File: src/rtl/video_timing_gen_if.sv
// Config handshake bundle for video_timing_gen.
// Master offers a timing set; slave accepts it or flags it illegal.
interface video_timing_gen_if #(
  parameter int YW = 9
);
  logic          cfg_valid;
  logic          cfg_ready;
  logic [7:0]    cfg_h_total;
  logic [7:0]    cfg_h_active;
  logic [7:0]    cfg_h_start;
  logic [7:0]    cfg_h_sync;
  logic [YW-1:0] cfg_v_total;
  logic [YW-1:0] cfg_v_active;
  logic [YW-1:0] cfg_v_start;
  logic [YW-1:0] cfg_v_sync;
  logic          cfg_interlace;
  logic          cfg_err;

  modport master (
    output cfg_valid,
    output cfg_h_total, cfg_h_active,
    output cfg_h_start, cfg_h_sync,
    output cfg_v_total, cfg_v_active,
    output cfg_v_start, cfg_v_sync,
    output cfg_interlace,
    input  cfg_ready, cfg_err
  );

  modport slave (
    input  cfg_valid,
    input  cfg_h_total, cfg_h_active,
    input  cfg_h_start, cfg_h_sync,
    input  cfg_v_total, cfg_v_active,
    input  cfg_v_start, cfg_v_sync,
    input  cfg_interlace,
    output cfg_ready, cfg_err
  );
endinterface

File: src/rtl/video_timing_gen.sv
// Programmable raster timing generator with field-boundary config shadowing.
// Optional line-compare interrupt enabled by defining VT_LINE_IRQ_EN.
module video_timing_gen #(
  parameter int XW   = 13,
  parameter int YW   = 9,
  parameter int UNIT = 16
) (
  input  logic          clk,
  input  logic          reset,
  video_timing_gen_if.slave cfg,
  input  logic [YW-1:0] line_cmp,
  output logic          irq_line,
  output logic [XW-1:0] video_x,
  output logic [YW-1:0] video_y,
  output logic          hsync,
  output logic          vsync,
  output logic          hblank,
  output logic          vblank,
  output logic          new_line,
  output logic          new_frame,
  output logic          parity,
  output logic          fake_parity
);

  typedef struct packed {
    logic [7:0]    ht;
    logic [7:0]    ha;
    logic [7:0]    hs;
    logic [7:0]    hsy;
    logic [YW-1:0] vt;
    logic [YW-1:0] va;
    logic [YW-1:0] vs;
    logic [YW-1:0] vsy;
    logic          il;
  } tcfg_t;

  localparam logic [XW-1:0] UW = XW'(UNIT);

  localparam tcfg_t A_RST = '{
    ht:  8'd120,
    ha:  8'd96,
    hs:  8'd20,
    hsy: 8'd9,
    vt:  YW'(312),
    va:  YW'(280),
    vs:  YW'(26),
    vsy: YW'(3),
    il:  1'b0
  };

  tcfg_t         a_q, a_d, p_q, p_d, p_in;
  logic          pv_q, pv_d;
  logic [XW-1:0] x_q, x_d;
  logic [YW-1:0] y_q, y_d;
  logic          par_q, par_d;
  logic          fpar_q, fpar_d;
  logic          hs_q, hs_d;
  logic          vs_q, vs_d;
  logic          hb_q, hb_d;
  logic          vb_q, vb_d;
  logic          nl_q, nl_d;
  logic          nf_q, nf_d;
  logic          err_q, err_d;

  logic          wrap, fend, y_last;
  logic          xfer, legal;
  logic [8:0]    hsum;
  logic [YW:0]   vsum;
  logic [XW-1:0] xt_c, xt_n, hsw_n, half_n;
  logic [XW-1:0] hb_lo, hb_hi;
  logic [YW:0]   vsp, vep;

  always_comb begin
    p_in.ht  = cfg.cfg_h_total;
    p_in.ha  = cfg.cfg_h_active;
    p_in.hs  = cfg.cfg_h_start;
    p_in.hsy = cfg.cfg_h_sync;
    p_in.vt  = cfg.cfg_v_total;
    p_in.va  = cfg.cfg_v_active;
    p_in.vs  = cfg.cfg_v_start;
    p_in.vsy = cfg.cfg_v_sync;
    p_in.il  = cfg.cfg_interlace;

    hsum  = {1'b0, p_in.hs} + {1'b0, p_in.ha};
    vsum  = {1'b0, p_in.vs} + {1'b0, p_in.va};
    legal = (p_in.ht >= 8'd2)
         && (p_in.hsy < p_in.ht)
         && (hsum <= {1'b0, p_in.ht})
         && (p_in.vsy < p_in.vt)
         && (vsum <= {1'b0, p_in.vt});
    xfer  = cfg.cfg_valid && !pv_q;

    // Even fields carry the extra half-line, so they end one line later.
    xt_c   = XW'(a_q.ht) * UW;
    wrap   = (x_q == xt_c - XW'(1));
    y_last = par_q ? (y_q == a_q.vt - YW'(1))
                   : (y_q == a_q.vt);
    fend   = wrap && y_last;

    x_d    = wrap ? '0 : x_q + XW'(1);
    y_d    = fend ? '0
           : wrap ? y_q + YW'(1)
           : y_q;
    par_d  = fend ? (par_q ? !a_q.il : 1'b1) : par_q;
    fpar_d = fend ? !fpar_q : fpar_q;

    a_d  = (fend && pv_q) ? p_q : a_q;
    p_d  = p_q;
    pv_d = pv_q;
    if (xfer && legal) begin
      p_d  = p_in;
      pv_d = 1'b1;
    end else if (fend && pv_q) begin
      pv_d = 1'b0;
    end
    err_d = xfer && !legal;

    // Sync edges follow the config that owns the next position.
    xt_n   = XW'(a_d.ht) * UW;
    hsw_n  = XW'(a_d.hsy) * UW;
    half_n = xt_n >> 1;

    hs_d = hs_q;
    if (wrap)
      hs_d = 1'b1;
    if (x_d == hsw_n)
      hs_d = 1'b0;

    vs_d = vs_q;
    if (par_d) begin
      if (fend)
        vs_d = 1'b1;
      if (x_d == '0 && y_d == a_d.vsy)
        vs_d = 1'b0;
    end else begin
      if (x_d == half_n && y_d == '0)
        vs_d = 1'b1;
      if (x_d == half_n && y_d == a_d.vsy)
        vs_d = 1'b0;
    end

    hb_lo = XW'(a_q.hs) * UW;
    hb_hi = XW'({1'b0, a_q.hs} + {1'b0, a_q.ha}) * UW;
    hb_d  = !(x_q >= hb_lo && x_q < hb_hi);

    vsp  = {1'b0, a_q.vs} + {{YW{1'b0}}, !par_q};
    vep  = vsp + {1'b0, a_q.va};
    vb_d = !({1'b0, y_q} >= vsp && {1'b0, y_q} < vep);

    nl_d = wrap;
    nf_d = fend;
  end

  always_ff @(posedge clk) begin
    if (reset) begin
      a_q    <= A_RST;
      p_q    <= '0;
      pv_q   <= 1'b0;
      x_q    <= '0;
      y_q    <= '0;
      par_q  <= 1'b1;
      fpar_q <= 1'b1;
      hs_q   <= 1'b0;
      vs_q   <= 1'b0;
      hb_q   <= 1'b1;
      vb_q   <= 1'b1;
      nl_q   <= 1'b0;
      nf_q   <= 1'b0;
      err_q  <= 1'b0;
    end else begin
      a_q    <= a_d;
      p_q    <= p_d;
      pv_q   <= pv_d;
      x_q    <= x_d;
      y_q    <= y_d;
      par_q  <= par_d;
      fpar_q <= fpar_d;
      hs_q   <= hs_d;
      vs_q   <= vs_d;
      hb_q   <= hb_d;
      vb_q   <= vb_d;
      nl_q   <= nl_d;
      nf_q   <= nf_d;
      err_q  <= err_d;
    end
  end

`ifdef VT_LINE_IRQ_EN
  logic irq_q, irq_d;

  always_comb irq_d = wrap && (y_d == line_cmp);

  always_ff @(posedge clk) begin
    if (reset)
      irq_q <= 1'b0;
    else
      irq_q <= irq_d;
  end

  assign irq_line = irq_q;
`else
  logic unused_cmp;
  assign unused_cmp = ^line_cmp;
  assign irq_line   = 1'b0;
`endif

  assign cfg.cfg_ready = !pv_q;
  assign cfg.cfg_err   = err_q;
  assign video_x       = x_q;
  assign video_y       = y_q;
  assign hsync         = hs_q;
  assign vsync         = vs_q;
  assign hblank        = hb_q;
  assign vblank        = vb_q;
  assign new_line      = nl_q;
  assign new_frame     = nf_q;
  assign parity        = par_q;
  assign fake_parity   = fpar_q;

endmodule

File: src/flat_wrapper.sv
// flat-port wrapper written by rule: the top's interface ports become plain ports
module video_timing_gen_flat 
#(
  parameter int XW   = 13,
  parameter int YW   = 9,
  parameter int UNIT = 16
)
  (clk, reset, line_cmp, irq_line, video_x, video_y, hsync, vsync, hblank, vblank, new_line, new_frame, parity, fake_parity, cfg_cfg_valid, cfg_cfg_h_total, cfg_cfg_h_active, cfg_cfg_h_start, cfg_cfg_h_sync, cfg_cfg_v_total, cfg_cfg_v_active, cfg_cfg_v_start, cfg_cfg_v_sync, cfg_cfg_interlace, cfg_cfg_ready, cfg_cfg_err);
  video_timing_gen_if #(.YW(YW)) cfg_i ();
  input  logic clk;
  input  logic reset;
  input  logic [YW-1:0] line_cmp;
  output logic irq_line;
  output logic [XW-1:0] video_x;
  output logic [YW-1:0] video_y;
  output logic hsync;
  output logic vsync;
  output logic hblank;
  output logic vblank;
  output logic new_line;
  output logic new_frame;
  output logic parity;
  output logic fake_parity;
  input wire logic [$bits(cfg_i.cfg_valid)-1:0] cfg_cfg_valid;
  input wire logic [$bits(cfg_i.cfg_h_total)-1:0] cfg_cfg_h_total;
  input wire logic [$bits(cfg_i.cfg_h_active)-1:0] cfg_cfg_h_active;
  input wire logic [$bits(cfg_i.cfg_h_start)-1:0] cfg_cfg_h_start;
  input wire logic [$bits(cfg_i.cfg_h_sync)-1:0] cfg_cfg_h_sync;
  input wire logic [$bits(cfg_i.cfg_v_total)-1:0] cfg_cfg_v_total;
  input wire logic [$bits(cfg_i.cfg_v_active)-1:0] cfg_cfg_v_active;
  input wire logic [$bits(cfg_i.cfg_v_start)-1:0] cfg_cfg_v_start;
  input wire logic [$bits(cfg_i.cfg_v_sync)-1:0] cfg_cfg_v_sync;
  input wire logic [$bits(cfg_i.cfg_interlace)-1:0] cfg_cfg_interlace;
  output wire logic [$bits(cfg_i.cfg_ready)-1:0] cfg_cfg_ready;
  output wire logic [$bits(cfg_i.cfg_err)-1:0] cfg_cfg_err;
  assign cfg_i.cfg_valid = cfg_cfg_valid;
  assign cfg_i.cfg_h_total = cfg_cfg_h_total;
  assign cfg_i.cfg_h_active = cfg_cfg_h_active;
  assign cfg_i.cfg_h_start = cfg_cfg_h_start;
  assign cfg_i.cfg_h_sync = cfg_cfg_h_sync;
  assign cfg_i.cfg_v_total = cfg_cfg_v_total;
  assign cfg_i.cfg_v_active = cfg_cfg_v_active;
  assign cfg_i.cfg_v_start = cfg_cfg_v_start;
  assign cfg_i.cfg_v_sync = cfg_cfg_v_sync;
  assign cfg_i.cfg_interlace = cfg_cfg_interlace;
  assign cfg_cfg_ready = cfg_i.cfg_ready;
  assign cfg_cfg_err = cfg_i.cfg_err;
  video_timing_gen #(.XW(XW), .YW(YW), .UNIT(UNIT)) u_core (.clk(clk), .reset(reset), .cfg(cfg_i), .line_cmp(line_cmp), .irq_line(irq_line), .video_x(video_x), .video_y(video_y), .hsync(hsync), .vsync(vsync), .hblank(hblank), .vblank(vblank), .new_line(new_line), .new_frame(new_frame), .parity(parity), .fake_parity(fake_parity));
endmodule
File: config.mk
export PLATFORM = sky130hd
export DESIGN_NAME = video_timing_gen_flat
export DESIGN_NICKNAME = d
export VERILOG_FILES = /design/src/rtl/video_timing_gen_if.sv /design/src/rtl/video_timing_gen.sv /design/src/flat_wrapper.sv
export SDC_FILE = /design/constraint.sdc
export NUM_CORES = 1
export LEC_CHECK = 0
export ABC_AREA = 1
export BUFFER_PORTS_ARGS = -buffer_cell sky130_fd_sc_hd__buf_2
export CAP_MARGIN = 0
export CORE_MARGIN = 4
export CORE_UTILIZATION = 65
export DETAILED_ROUTE_END_ITERATION = 7
export MAX_ROUTING_LAYER = met4
export PLACE_DENSITY = 0.93
export SYNTH_ARGS = -nofsm -noshare
export SYNTH_HDL_FRONTEND = slang
export SYNTH_SLANG_ARGS = --single-unit
File: constraint.sdc
create_clock -name clk -period 7.7 [get_ports clk]
set_clock_uncertainty 0.05 [all_clocks]
set_input_delay 0.385 -clock clk [delete_from_list [all_inputs] [get_ports clk]]
set_output_delay 0.385 -clock clk [all_outputs]
set_load 0.02 [all_outputs]
# Word level (Yosys, flattened, before mapping)

Index checks and enable logic that the tools add are counted.

Register bits after elaboration: 170
Input port bits: 81
Output and inout bits: 33
Logic and storage cells: 96

Add/sub/neg operators: 9
$lt $le $gt $ge: 9
Equal/unequal tests: 7
Multiplexer cells: 14
Reduce and logical (&&, ||, !) cells: 27

Operator list:

| cell                  | number |
|---|---|
| $mux 69               | 1 |
| $eq 9x9->1            | 3 |
| $add 8x8->9           | 2 |
| $mux 9                | 2 |
| $logic_and 1x1->1     | 14 |
| $add 13x1->13 const B | 1 |
| $eq 13x11->1          | 1 |
| $eq 13x12->1          | 1 |
| $eq 13x13->1          | 1 |
| $ge 13x12->1          | 1 |
| $logic_not 13->1      | 1 |
| $lt 13x13->1          | 1 |
| $mux 13               | 1 |
| $sub 12x1->13 const B | 1 |
| $add 10x9->10         | 1 |
| $add 9x1->10          | 1 |
| $add 9x9->10          | 1 |
| $ge 9x10->1           | 1 |
| $le 10x9->1           | 1 |
| $lt 9x10->1           | 1 |
| $mux 1                | 10 |
| $add 9x1->9 const B   | 1 |
| $le 9x8->1            | 1 |
| $logic_not 9->1       | 1 |
| 10 further kinds      | 16 |

# Logic depth before layout (Yosys ltp)

Gate-level depths: netlist of run 1.

Depth after elaboration: 11
Depth in mapped cells: 25
Gate-level depth less buffers: 25

# Least setup slack after synthesis of run 1

OpenSTA, ideal clock, no wires.

Path kind: in2reg
Start point: in cfg_cfg_v_start[0]
End point: reg u_core.p_q[10] (netlist bit)
Library setup time: 128 ps
Arrival time: 3365 ps
Data required time: 7522 ps
Setup slack: 4157 ps
Stages on the path: 20
Path buffers: 2
Cells stage by stage: ha_1 fa_1 nand3_1 nand2_1 a21oi_1 o21ai_0 nand2_1 nand2_1 a21oi_1 xor2_1 ha_1 inv_1 nor2_1 nand3_1 o311ai_0 o21ai_0 nand3b_1 clkbuf_1 clkbuf_1 a21oi_1

Longest elaborated chain between the ends: 4

RTL lines:

| element              | line                    | text |
|---|---|---|
| from (decl)          | flat_wrapper.sv:31      | `input wire logic [$bits(cfg_i.cfg_v_start)-1:0] cfg_cfg_v_start;` |
| $add 9x9->10         | video_timing_gen.sv:85  | `vsum = {1'b0, p_in.vs} + {1'b0, p_in.va};` |
| $le 10x9->1          | video_timing_gen.sv:90  | `&& (vsum <= {1'b0, p_in.vt});` |
| $logic_and 1x1->1    | video_timing_gen.sv:90  |  |
| $logic_and 1x1->1    | video_timing_gen.sv:110 | `if (xfer && legal) begin` |
| to (signal assigned) | video_timing_gen.sv:172 | `p_q <= p_d;` |
| to (decl)            | video_timing_gen.sv:51  | `tcfg_t a_q, a_d, p_q, p_d, p_in;` |

Several ways; a longest one is shown, not always the timed one.
A chain may end at the register's enable or synchronous reset.

# Worst setup path after layout of run 1

Start point: reg u_core.x_q[0], in the netlist u_core.video_x[0]
End point: reg u_core.vs_q, in the netlist u_core.vsync

Longest elaborated chain between the ends: 8
Elaborated cells on any way between the ends: 22
Those cells by class: add/sub (1); eq/ne (4); mux (8); reduce/logical (9)

RTL lines:

| element                                               | line                    | text |
|---|---|---|
| from (decl)                                           | video_timing_gen.sv:53  | `logic [XW-1:0] x_q, x_d;` |
| from (signal assigned)                                | video_timing_gen.sv:159 | `x_q <= '0;` |
| from (signal assigned)                                | video_timing_gen.sv:174 | `x_q <= x_d;` |
| branches (longest 8 deep; another with $add 13x1->13) | n/a                     |  |
| to (signal assigned)                                  | video_timing_gen.sv:179 | `vs_q <= vs_d;` |
| to (decl)                                             | video_timing_gen.sv:58  | `logic vs_q, vs_d;` |

Several ways; the timed one is not identified.

==> metrics.md, run 1 <==
| Metric | Value |
|---|---|
| Outcome | `complete, no violations` |
| Max Clk Rate | `around 0.23 GHz` |
| Initial antenna violation count | `0` |
| Setup bufs post-CTS | `0` |
| CP cell instances | `ha_1 -> nand2_1 -> nor2_2 -> nand3_1 -> nor2_1 -> and2_0 -> nand2_1 -> nor2_2 -> nand3_4 -> clkinv_2 -> nand2_1 -> nand2_1 -> nand2_1 -> nand2_1 -> nand4_1 -> nor2_1 -> nand2_1 -> nand2_1 -> nand2_1 -> nand2_1 -> a21oi_2` |
| Post-cts sizing count | `0` |
| R2r startpoint | `u_core.video_x[0]` |
| CTS tree | `built` |
| Yosys cell types | `50` |
| CTS clk-pin slew, worst paths | `0.07 ns` |
| Sequential cell area | `around 3400 µm²` |
| Hold Worst Slack | `roughly 0.16 ns` |
| Largest area contributor in the netlist | `dfxtp_1` |
| Post-synth EDFFs | `0` |
| IO Count | `114` |
| Drt total wl | `28810 µm` |
| Top Family by Delay on Critical Path | `simple AND/OR/NAND/NOR gates` |
| Synth Net Count | `1728` |
| Die footprint | `18600 µm²` |
| Int Pwr | `1.445 mW` |
| Seq cells post-synth | `170` |
| Top cells by area, synth | `dfxtp_1, ha_1, nand2_1` |
| Setup Viol. Count Final | `0` |
| Hold buffer count at CTS | `0` |
| DRT iter0 DRCs | `1394` |
| PortBufs | `between 100 and 150` |
| Share of the synthesized area in the top cell type | `0.3177` |
| Setup TNS | `0 ns` |
| RSZ-0062 raised after global routing | `no` |
| Global-route wire length before repair | `46200 µm` |
| Comb pwr share | `0.112` |
| Max_cap viols | `0` |
| Max Buffers Root-to-Sink | `2` |
| Post-synth ARST share | `0` |
| Clk network pwr share | `0.428` |
| Die Wd | `136.4 µm` |
| Antenna Violating Nets Remaining | `0` |
| DRC errors left | `0` |
| Slowest cell on the critical path | `clkinv_2` |
| Mapped Cells | `~1500` |
| Via count of the first global-routing pass | `slightly below 10000` |
| Worst Hold Path EP | `u_core.cfg.cfg_err` |
| Ant. Diodes | `0` |
| Area grow syn2layout | `10.75%` |
| Relative slew slack | `0.2643` |
| Slew @ Worst Pin | `1.103 ns` |
| # clock sinks | `170` |
| Final #Nets | `1801` |
| Total GRT Usage | `0.3200` |
| # H-tree levels | `4` |
| Post-synthesis sequential area ratio | `0.3177` |
| Switching share of total power | `0.2693` |
| Area of the core | `16000 µm²` |
| Most frequent cell after synthesis | `nand2_1` |
| DR pass1 iterations | `6` |
| Post-layout min period | `roughly 4.4 ns` |
| Flop pwr share | `0.460` |
| Leakage power | `5.802 nW` |
| Detail-routed via count per cell | `5.733` |
| Routed via count | `between 10000 and 15000` |
| Gpl congestion | `roughly 0.95` |
| Switching power total | `532.7 µW` |
| Avg Inst Size Synth | `6.965 µm²` |
| Crit end category | `register` |
| Worst hold path type | `primary input to register` |
| FP Rows | `46` |
| Most common library cells after synthesis | `nand2_1, inv_1, a21oi_1, dfxtp_1, o21ai_0` |
| CTS buffer count | `17` |
| WP data arrival | `4.65 ns` |
| CP bufs+invs | `1` |
| Final hold violations | `0` |
| Pin count of the biggest net entering global routing | `between 100 and 150` |
| Share of layout cells above drive strength 1 | `0.1065` |
| FF-to-FF End | `u_core.vsync` |
| Mapped Area | `10710 µm²` |
| Hold path start | `cfg_cfg_valid` |
| Critical Path RT | `about 8 ns` |
| Height of the chip | `~140 µm` |
| Worst path most repeated cell | `nand2_1` |
| CP Class | `register to register` |
| Total of fill cells in the finished design | `1172` |
| Clock latency on the worst-skew pair | `approximately 0.44 ns` |
| R2R setup slack | `3.33 ns` |
| Max VDD drop | `between 0.15 and 0.2 mV` |
| Overall Power | `~2.0 mW` |
| Area of the multi-input gates | `6141 µm²` |
| Crit path max fanout | `53` |
| DPL Wire Length | `20950 µm` |
| CP max stage delay | `0.65 ns` |
| R2R cell count | `21` |
| GRT overflow | `0` |
| Worst path depth | `21` |
| Synth Warn # | `0` |
| Final period util | `0.5670` |
| Power Density | `166.7 nW/µm²` |
| Initial Util | `0.6695` |
| Root Driver | `clkbuf_16` |
| Hold path depth | `3` |
| Main synth FF type | `dfxtp_1` |
| Final Max Slew Viols | `0` |
| WL per Instance | `15.66 µm` |
| Startpoint types | `register` |
==> how the worst max path moves through the flow <==
stage | from | end | slack, ns
global route | u_core.video_x[0] | u_core.vsync | 2.90
finish | u_core.video_x[0] | u_core.vsync | 3.33
detailed placement | cfg_cfg_v_start[0] | u_core.p_q[10] | 3.11
global placement | cfg_cfg_v_start[0] | u_core.p_q[36] | 3.29
CTS | u_core.video_x[0] | u_core.vsync | 3.37
floorplan | cfg_cfg_v_start[0] | u_core.p_q[10] | 4.16
==> layout make-up <==
cell class                      count  share of cell area
Multi-Input combinational cell   1067              0.5176
Sequential cell                   170              0.2869
Inverter                          248             0.07857
Timing Repair Buffer              107             0.04598
Clock buffer                       19             0.03733
Tap cell                          216             0.02278
Clock inverter                     13             0.01086
==> logic make-up after synthesis <==
kind of cell,synth area share
flip-flops,0.3177
AO/OA/AOI/OAI,0.1695
AND/OR/NAND/NOR,0.2267
buffers and inverters,0.1091
XOR/XNOR,0.04660
other,0.0003500
adder cells (fa/ha/maj),0.1301
==> state kept, by name, indices dropped and copies added, names as in the netlist <==
register	cells
u_core.cfg.cfg_err	1
u_core.a_q	69
u_core.new_line	1
u_core.vblank	1
u_core.new_frame	1
u_core.fake_parity	1
u_core.hsync	1
u_core.p_q	69
u_core.parity	1
u_core.video_x	13
u_core.hblank	1
u_core.vsync	1
u_core.video_y	9
u_core.pv_q	1
==> layout by cell type (no fill, tap or decap), types with 5 or more instances in the layout <==
cell	instances
nor3_1	10
nor2_2	8
dfxtp_1	170
nand2_2	6
nand2_1	282
ha_1	105
nand3_2	5
xnor2_1	14
nor2_1	106
o21ai_0	139
clkbuf_16	17
xor2_1	43
inv_1	243
a21oi_1	176
inv_6	7
buf_2	103
nand3_1	81
nand4_1	38
o21ai_1	6
==> stage by stage <==
stage	utilization	worst slack [ns]	instance area [µm²]	instances
floorplan	-	4.157	10710	1538
global placement	0.7057	3.293	11290	1808
detailed placement	0.7057	3.113	11290	1808
CTS	0.7415	3.373	11860	1840
global route	0.7415	2.896	11860	1840
finish	0.7415	3.334	11860	1840
==> per-layer routing <==
layer | global-route usage | part of all wire | vias up
li1 | - | - | 5168
met1 | 0.4305 | 0.43 | 4787
met2 | 0.4857 | 0.44 | 506
met3 | 0.05811 | 0.093 | 88
met4 | 0.1120 | 0.029 | 0
met5 | - | 0 | -
==> worst register-to-register path, cell delays in order, from the launching register on <==
cell,delay (ns)
dfxtp_1,0.46
ha_1,0.26
nand2_1,0.11
nor2_2,0.19
nand3_1,0.10
nor2_1,0.14
and2_0,0.14
nand2_1,0.07
nor2_2,0.53
nand3_4,0.53
clkinv_2,0.65
nand2_1,0.24
nand2_1,0.14
nand2_1,0.06
nand2_1,0.09
nand4_1,0.09
nor2_1,0.11
nand2_1,0.08
nand2_1,0.07
nand2_1,0.05
nand2_1,0.07
a21oi_2,0.04
==> power groups by stage <==
stage	Sequential (mW)	Clock (mW)	Combinational, mW
2_1_floorplan	0.927	0	0.149
3_3_place_gp	0.928	0	0.207
3_5_place_dp	0.929	0	0.215
4_1_cts	0.909	0.841	0.218
5_1_grt	0.911	0.881	0.250
6_report	0.910	0.848	0.221
Note: power is estimated with default switching activity, not from simulation.
==> run 2: changes to the inputs <==
Settings changed: ABC_AREA 1 to 0, CORE_UTILIZATION 65 to 54, PLACE_DENSITY 0.93 to 0.83.
Clock period 7.7 ns to 3.92 ns, I/O delays scaled along.
==> metrics.md, run 2 <==
| Metric | Value |
|---|---|
| Final Max Slew Viols | `0 (unchanged)` |
| Detail-routed via count per cell | `5.998 (+4.6%)` |
| Mapped Area | `10550 µm² (-1.5%)` |
| Pre-CTS setup slack | `0.2792 ns (-2.833 ns)` |
| GRT overflow | `0 (unchanged)` |
| FP Rows | `50 (+8.7%)` |
| Worst hold path type | `primary input to register` |
| Pin count of the biggest net entering global routing | `103 (-26%)` |
| # H-tree levels | `4 (unchanged)` |
| Total GRT Usage | `0.2714 (-0.04860)` |
| Die footprint | `21840 µm² (+17%)` |
| Avg Inst Size Synth | `7.986 µm² (+15%)` |
| Final #Nets | `1630 (-9.5%)` |
| Main synth FF type | `dfxtp_1` |
| Synth Net Count | `1511 (-13%)` |
| DR pass1 iterations | `7 (+1)` |
| Commonest non-fill, non-tap cell in the layout | `dfxtp_1` |
| Antenna Violating Nets Remaining | `0 (unchanged)` |
| Post-synth EDFFs | `0 (unchanged)` |
| Setup Viol. Count Final | `0 (unchanged)` |
| Mapped Cells | `1321 (-14%)` |
| Final period util | `0.9991` |
| Max VDD drop | `0.3792 mV (+120%)` |
| Share of layout cells above drive strength 1 | `0.1371 (+0.03062)` |
| WL per Instance | `17.63 µm (+13%)` |
| Die Wd | `147.8 µm (+8.4%)` |
| Drt total wl | `30160 µm (+4.7%)` |
| Area of the core | `18960 µm² (+18%)` |
| CTS buffer count | `17 (unchanged)` |
| Max_cap viols | `0 (unchanged)` |
| Setup WS post-layout | `0.003413 ns (-3.331 ns)` |
| WP data arrival | `4.13 ns (-0.52 ns)` |
| Global-route wire length before repair | `47620 µm (+3.1%)` |
| Slew @ Worst Pin | `1.117 ns (+0.01356 ns)` |
| PortBufs | `103 (unchanged)` |
| Crit path max fanout | `34 (-36%)` |
| Top cells by area, synth | `dfxtp_1, ha_1, a21oi_1` |
| Outcome | `complete, no violations` |
| Root Driver | `clkbuf_16` |
| Power Density | `318.5 nW/µm² (+91%)` |
| Most frequent cell after synthesis | `dfxtp_1` |
| Ant. Diodes | `0 (unchanged)` |
| DRC errors left | `0 (unchanged)` |
| IO Count | `114 (unchanged)` |
| Crit end category | `register` |
| Max Buffers Root-to-Sink | `2 (unchanged)` |
| Critical Path RT | `4.14 ns (-3.84 ns)` |
| Startpoint types | `primary input` |
| Post-Place Cells | `1644 (-9.1%)` |
| CTS clk-pin slew, worst paths | `0.07 ns (about the same)` |
| Routed via count | `10260 (-2.7%)` |
| CTS tree | `built` |
| Most common library cells after synthesis | `dfxtp_1, a21oi_1, nand2_1, ha_1, o21ai_0` |
| Max Clk Rate | `0.2553 GHz` |
| DRT iter0 DRCs | `1230 (-12%)` |
| Share of the synthesized area in the top cell type | `0.3226 (+0.004898)` |
| Area grow syn2layout | `17.47%` |
| Area of the multi-input gates | `6638 µm² (+8.1%)` |
| Largest area contributor in the netlist | `dfxtp_1` |
| Synth Warn # | `0 (unchanged)` |
| Non-filler cells, final | `1711 (-7.0%)` |
| Initial antenna violation count | `0 (unchanged)` |
| Clock latency on the worst-skew pair | `0.43 ns (about the same)` |
| Post-layout min period | `3.917 ns` |
| Yosys cell types | `72 (+44%)` |
| Leakage power | `5.423 nW (-6.5%)` |
| Total of fill cells in the finished design | `1485 (+27%)` |
| Seq cells post-synth | `170 (unchanged)` |
| Final hold violations | `0 (unchanged)` |
| Sequential cell area | `3403 µm² (unchanged)` |
| CP Class | `primary input to register` |
| Post-synthesis sequential area ratio | `0.3226 (+0.004898)` |
| # clock sinks | `170 (unchanged)` |
| Post-synth ARST share | `0 (unchanged)` |
| Height of the chip | `147.8 µm (+8.4%)` |
| Via count of the first global-routing pass | `9351 (-3.6%)` |
| Gpl congestion | `0.9531 (+0.43%)` |
| Initial Util | `0.5566 (-0.1130)` |
| DPL Wire Length | `21020 µm (+0.33%)` |
| Relative slew slack | `0.2545 (-0.009860)` |
| Most frequent cells in the layout | `dfxtp_1, a21oi_1, nand2_1` |
==> run 2: changes by cell type after synthesis, moves of 31 or more <==
| cell | previous run | this run |
|---|---|---|
| clkbuf_1 | 37 | 68 |
| o21ai_0 | 139 | 98 |
| inv_1 | 244 | 64 |
| xnor2_1 | 14 | 46 |
| nor2_1 | 106 | 60 |
| nand2_1 | 282 | 151 |
==> run 2: logic make-up after synthesis <==
group                    count (synthesis)  share of synthesized area
other                                    1                  0.0003554
multiplexers                            27                    0.02692
AO/OA/AOI/OAI                          380                     0.2132
XOR/XNOR                                75                    0.06226
AND/OR/NAND/NOR                        415                     0.1893
adder cells (fa/ha/maj)                109                     0.1321
flip-flops                             170                     0.3226
buffers and inverters                  144                    0.05325
==> run 2: through the flow <==
| stage | hold slack (ns) | instance area (µm²) | utilization | power, mW | setup TNS (ns) |
|---|---|---|---|---|---|
| 2_1_floorplan | 0.2979 | 10550 | - | 2.137 | 0 |
| 3_3_place_gp | 0.3921 | 11430 | 0.6032 | 2.289 | 0 |
| 3_5_place_dp | 0.3936 | 11430 | 0.6032 | 2.303 | 0 |
| 4_1_cts | 0.0006408 | 12320 | 0.6499 | 3.913 | 0 |
| 5_1_grt | 0.006556 | 12390 | 0.6538 | 4.088 | -4.395 |
| 6_report | 0.006374 | 12390 | 0.6538 | 3.948 | 0 |
==> run 2: where the power goes <==
group	total (mW)	switching [mW]	internal, mW
registers	1.78	0.0222	1.75
clock network	1.62	0.724	0.894
logic	0.554	0.320	0.234
total	3.95	1.07	2.88
==> run 2: path summary, 6_finish.rpt <==
kind	from	end	slack (ns)	cells after the start
worst max-delay path	cfg_cfg_h_start[0]	u_core.p_q[18]	0.003	18
worst min-delay path	cfg_cfg_h_sync[3]	u_core.p_q[40]	0.006	3
worst max register to register	u_core.a_q[61]	u_core.vsync	0.23	14
worst min register to register	u_core.p_q[19]	u_core.a_q[19]	0.41	2
==> run 2: critical path: stages <==
cell and delay [ns]:
dlygate4sd3_1 0.54, buf_2 0.14, ha_1 0.22, fa_1 0.46, ha_1 0.30, nor2b_1 0.13
o21a_1 0.16, o21a_1 0.16, o21a_1 0.18, o21a_1 0.16, o21a_1 0.16, o21a_1 0.17
o22ai_2 0.19, nand4_1 0.22, buf_4 0.23, buf_6 0.19, o21ai_0 0.20, a21oi_1 0.09
==> run 2: per-layer routing <==
metal  GRT usage  wire length, µm  up-vias
met5           -                0        -
met4     0.06617              523        0
met3     0.03617             2766       58
met2      0.4056            13580      540
met1      0.3905            13300     4758
li1            -                -     4907
==> run 2: final cells by class <==
type	instances	share of cell area
Timing Repair Buffer	180	0.09944
Multi-Input combinational cell	1007	0.5356
Tap cell	260	0.02625
Clock inverter	12	0.009288
Sequential cell	170	0.2746
Clock buffer	18	0.03544
Inverter	64	0.01938
==> run 2: repair_timing <==
item,in CTS,in global routing
hold endpoints to repair,33,0
endpoints found under the setup margin,0,71
hold buffers,33,0
resized for setup,0,12
buffers inserted,0,1
